`src/rtl/muxn_pipe.sv`:
```
// muxn_pipe: N-channel registered mux with per-channel valid/ready, external-select or round-robin grant
module muxn_pipe #(
  parameter int d_width   = 12,
  parameter int n_ch      = 4,
  parameter int sel_width = 2,
  parameter int mux_mode  = 0
) (
  input  logic                    clk,
  input  logic                    rst_n,
  input  logic [d_width*n_ch-1:0] muxn_data,
  input  logic [n_ch-1:0]         muxn_valid,
  output logic [n_ch-1:0]         muxn_ready,
  input  logic [sel_width-1:0]    muxn_sel,
  output logic [d_width-1:0]      muxn_result,
  output logic                    muxn_rvalid,
  input  logic                    muxn_rready,
  output logic [sel_width-1:0]    muxn_rch,
  output logic                    muxn_selerr
);
  logic load, sel_ok, rr_hit, gnt_ok, xfer;
  logic [sel_width-1:0] last, rr_ch, gnt_ch;
  logic [d_width-1:0] gnt_data;
  int best;
  assign load   = rst_n & (~muxn_rvalid | muxn_rready);
  assign sel_ok = int'(muxn_sel) < n_ch;
  always_comb begin
    rr_hit = 1'b0;
    rr_ch  = '0;
    best   = n_ch;
    for (int c = 0; c < n_ch; c++)
      if (muxn_valid[c] && (c + 2*n_ch - 1 - int'(last)) % n_ch < best) begin
        rr_hit = 1'b1;
        rr_ch  = sel_width'(c);
        best   = (c + 2*n_ch - 1 - int'(last)) % n_ch;
      end
  end
  assign gnt_ok     = (mux_mode != 0) ? rr_hit : sel_ok;
  assign gnt_ch     = (mux_mode != 0) ? rr_ch : muxn_sel;
  assign muxn_ready = (load & gnt_ok) ? n_ch'(1) << gnt_ch : '0;
  assign xfer       = |(muxn_valid & muxn_ready);
  always_comb begin
    gnt_data = '0;
    for (int c = 0; c < n_ch; c++)
      gnt_data = muxn_ready[c] ? muxn_data[c*d_width +: d_width] : gnt_data;
  end
  always_ff @(posedge clk or negedge rst_n)
    if (!rst_n) begin
      muxn_rvalid <= 1'b0;
      muxn_result <= '0;
      muxn_rch    <= '0;
      muxn_selerr <= 1'b0;
      last        <= sel_width'(n_ch - 1);
    end else begin
      muxn_selerr <= (mux_mode == 0) & load & ~sel_ok;
      if (load) muxn_rvalid <= xfer;
      if (xfer) begin
        muxn_result <= gnt_data;
        muxn_rch    <= gnt_ch;
        last        <= gnt_ch;
      end
    end
endmodule

```
`config.mk`:
```
export PLATFORM = sky130hd
export DESIGN_NAME = muxn_pipe
export DESIGN_NICKNAME = d
export VERILOG_FILES = /design/src/rtl/muxn_pipe.sv
export SDC_FILE = /design/constraint.sdc
export NUM_CORES = 1
export LEC_CHECK = 0
export CAP_MARGIN = 20
export CORE_MARGIN = 4
export CORE_UTILIZATION = 34
export DETAILED_ROUTE_END_ITERATION = 16
export PLACE_DENSITY = 0.78
export SKIP_LAST_GASP = 1
export SLEW_MARGIN = 15
export SYNTH_ARGS = -nofsm -noshare
export SYNTH_HDL_FRONTEND = slang
export SYNTH_SLANG_ARGS = --single-unit
```
`constraint.sdc`:
```
create_clock -name clk -period 2.23 [get_ports clk]
set_input_delay 0.669 -clock clk [delete_from_list [all_inputs] [get_ports clk]]
set_output_delay 0.669 -clock clk [all_outputs]
set_load 0.01 [all_outputs]
```
==> flow_summary_export.csv <==
group,metric,value,unit
outcome,outcome,"completed",
floorplan,die_area,0.00404,mm²
job,maxCapViolCount,0,
floorplan,die_h,63.6,µm
route,drtIter0Drc,42,
placement,place.port_buffers,75,
clock_tree,postCtsSetupRepairBufs,0,
floorplan,rows,19,
global_route,grt_max_degree,16,
route,dr_total_vias,918,
route,vias_per_cell,5.22,
power_and_ir_drop,intPower,0.000769,W
hold_path,hp-start,"muxn_result[5]",
power_and_ir_drop,p_seq_share,36.9,%
sta,min_period_over_period,95.2,%
synth,synthFlopType,"dfrtp_1",
worst_setup_path,crit_chain,"dlygate4sd2_1, buf_4, nor3_1, buf_2",
route,wl_per_cell,18.0,µm
power_and_ir_drop,p_leak,0.809,nW
sta,rsz0062_at_grt,"no",
clock_tree,path_clk_slew,0.10,ns
hold_path,min_path_type,"reg -> reg",
clock_tree,clk_latency,0.28,ns
floorplan,io_pins,77,
power_and_ir_drop,sw_frac_of_total,27.5,%
sta,whs,0.519,ns
synth,syn_area,0.00105,mm²
sta,hold_viol_final,0,
power_and_ir_drop,power_switching,0.000291,W
synth,async_reset_ff_share,100,%
global_route,grt_pass1_vias,1067,
synth,netlist_top_cells_count,"dfrtp_1 (15), mux2_4 (10), mux4_1 (8)",
power_and_ir_drop,p_per_area,568,mW/mm²
placement,dpl_cell_area,0.00185,mm²
synth,ys_seq_area_share,35.7,%
floorplan,fp.dieW,63.6,µm
global_route,grt-ovfl-total,0,
route,wl,3.17,mm
route,first_pass_iters,3,
layout,syn_to_final_growth,77.5,%
clock_tree,clock_path_buffers,2,
synth,synth_area_leaders,"dfrtp_1 (36%), mux4_1 (20%), mux2_4 (14%), mux4_2 (11%), mux2_2 (5.4%)",
route,route.antenna.remaining_nets,0,
worst_setup_path,critPathLaunchType,"input pin",
synth,postSynthAreaPerCell,16.4,µm²
hold_path,hold_depth,1,
worst_setup_path,slowest_stage,"dlygate4sd2_1",
worst_setup_path,reg2reg_depth,4,
synth,yosysUniqueCellTypes,21,
power_and_ir_drop,p_clk_share,14.7,%
global_route,antenna_found_initial,0,
synth,synth-edff-count,0,
worst_setup_path,timing.rr.end,"muxn_result[2]",
sta,drv_slew,0,
hold_path,whs_endpoint,"muxn_result[5]",
route,drc,0,
worst_setup_path,cp_max_fo,6,
worst_setup_path,r2r_start,"muxn_rvalid",
clock_tree,cts_tree,"built",
layout,antennaDiodeCount,0,
floorplan,start_util,36.8,%
global_route,groute.usage.overall,16.6,%
layout,postLayoutCellArea,0.00187,mm²
synth,yosysWarnings,0,
global_route,grt_pass1_wl,5.19,mm
sta,setup_viol,0,
synth,ys_ff_latch,15,
power_and_ir_drop,comb_power_share,48.3,%
synth,yosys.area.top_type,"dfrtp_1",
placement,globalplace.congestion,0.732,
clock_tree,cts.htree.levels,1,
clock_tree,root_buffer,"clkbuf_4",
synth,synth_top_area_share,35.7,%
floorplan,core_region_area,0.00285,mm²
worst_setup_path,crit_family,"buffers and inverters",
sta,period_needed,2.12,ns
clock_tree,cts_buffers,3,
worst_setup_path,worstPathRequired,1.56,ns
worst_setup_path,end_kind,"output port",
sta,fmaxAchievable,471,MHz
synth,syn_nets,121,
layout,final_nets,203,
worst_setup_path,crit_arrival,1.45,ns
worst_setup_path,worstSetupPathType,"in -> out",
power_and_ir_drop,ir_worst_vdd,0.235,mV
worst_setup_path,slowest_delay,0.31,ns
layout,drive_gt1_share,29.0,%
synth,syn_inst,64,
placement,dp.final_hpwl,2.59,mm
clock_tree,cts.sinks,15,
synth,yosysMostFrequentCell,"dfrtp_1",
worst_setup_path,critPathBufInv,3,
worst_setup_path,rrSetupSlack,0.86,ns
sta,skew,0.0111,ns
cell families (layout without fill, tap and decap cells):
group / Yosys count / count (layout) / synth area share, %
AO/OA/AOI/OAI: 3 / 3 / 2.62
buffers and inverters: 7 / 88 / 5.36
flip-flops: 15 / 15 / 35.7
multiplexers: 28 / 28 / 50.4
other: 1 / 1 / 0.357
AND/OR/NAND/NOR: 10 / 10 / 5.60
power groups by stage:
stage / clock (W) / sequential (W) / combinational, W
after floorplan: 0 / 0.000428 / 0.000189
after global placement: 0 / 0.000391 / 0.000509
after detailed placement: 0 / 0.000396 / 0.000519
after CTS: 0.000165 / 0.000393 / 0.000520
after global routing: 0.000179 / 0.000403 / 0.000545
final: 0.000156 / 0.000392 / 0.000512
placed cells by master (no fill, tap or decap), types with 2 or more instances in the layout:
master,instances
buf_2,4
nor2_1,2
dfrtp_1,15
mux2_4,10
buf_4,8
clkbuf_4,3
mux4_2,5
mux4_1,8
nand3_1,2
clkdlybuf4s50_1,67
mux2_2,5
dlygate4sd2_1,4
how the worst max path moves through the flow:
stage / startpoint / cells past startpoint / slack (ns) / to
6_report: muxn_sel[0] / 4 / 0.11 / muxn_ready[0]
3_5_place_dp: muxn_sel[0] / 4 / -0.58 / muxn_ready[1]
3_3_place_gp: muxn_sel[0] / 4 / -0.55 / muxn_ready[0]
5_1_grt: muxn_sel[0] / 4 / 0.01 / muxn_ready[0]
4_1_cts: muxn_sel[0] / 4 / 0.11 / muxn_ready[0]
2_1_floorplan: muxn_sel[1] / 4 / 0.12 / muxn_ready[2]
flip-flops by register name, summed over array words and instances, names as in the netlist:
name and flops:
muxn_result 12, muxn_rch 2, muxn_rvalid 1
per-layer routing:
layer	routed length (µm)	vias to the layer above	track usage (%)
met5	0	-	0
met4	19	0	4.85
met3	278	2	4.80
met2	1620	51	29.9
met1	1250	444	19.0
li1	-	421	-
layout make-up:
class	instances	area [µm²]
flip-flops and latches	15	375
well taps	31	38.8
fillers	221	987
clock buffers	3	22.5
clock inverters	1	5.00
repair buffers	83	786
inverters	1	3.75
multi-input cells	42	634
repair_timing:
action,CTS,global route
hold endpoints to repair,0,0
hold buffers,0,0
resized for setup,23,0
setup endpoints to repair,17,0
per-stage QoR:
stage	cells	setup WS (ns)	total power [W]	TNS (ns)	utilization, %
5_1_grt	176	0.0101	0.00113	0	65.4
3_3_place_gp	172	-0.551	0.000900	-6.47	64.8
4_1_cts	176	0.112	0.00108	0	65.4
6_report	176	0.108	0.00106	0	65.4
2_1_floorplan	64	0.116	0.000616	0	-
3_5_place_dp	172	-0.582	0.000915	-7.00	64.8
worst register-to-register path: cells and delay by family, from the launching register on:
kind | cells | cell delay [ns]
buffers and inverters | 1 | 0.13
flip-flops | 1 | 0.43
multiplexers | 1 | 0.37
AND/OR/NAND/NOR | 2 | 0.32
No activity file was read; power rests on OpenSTA's default activity.
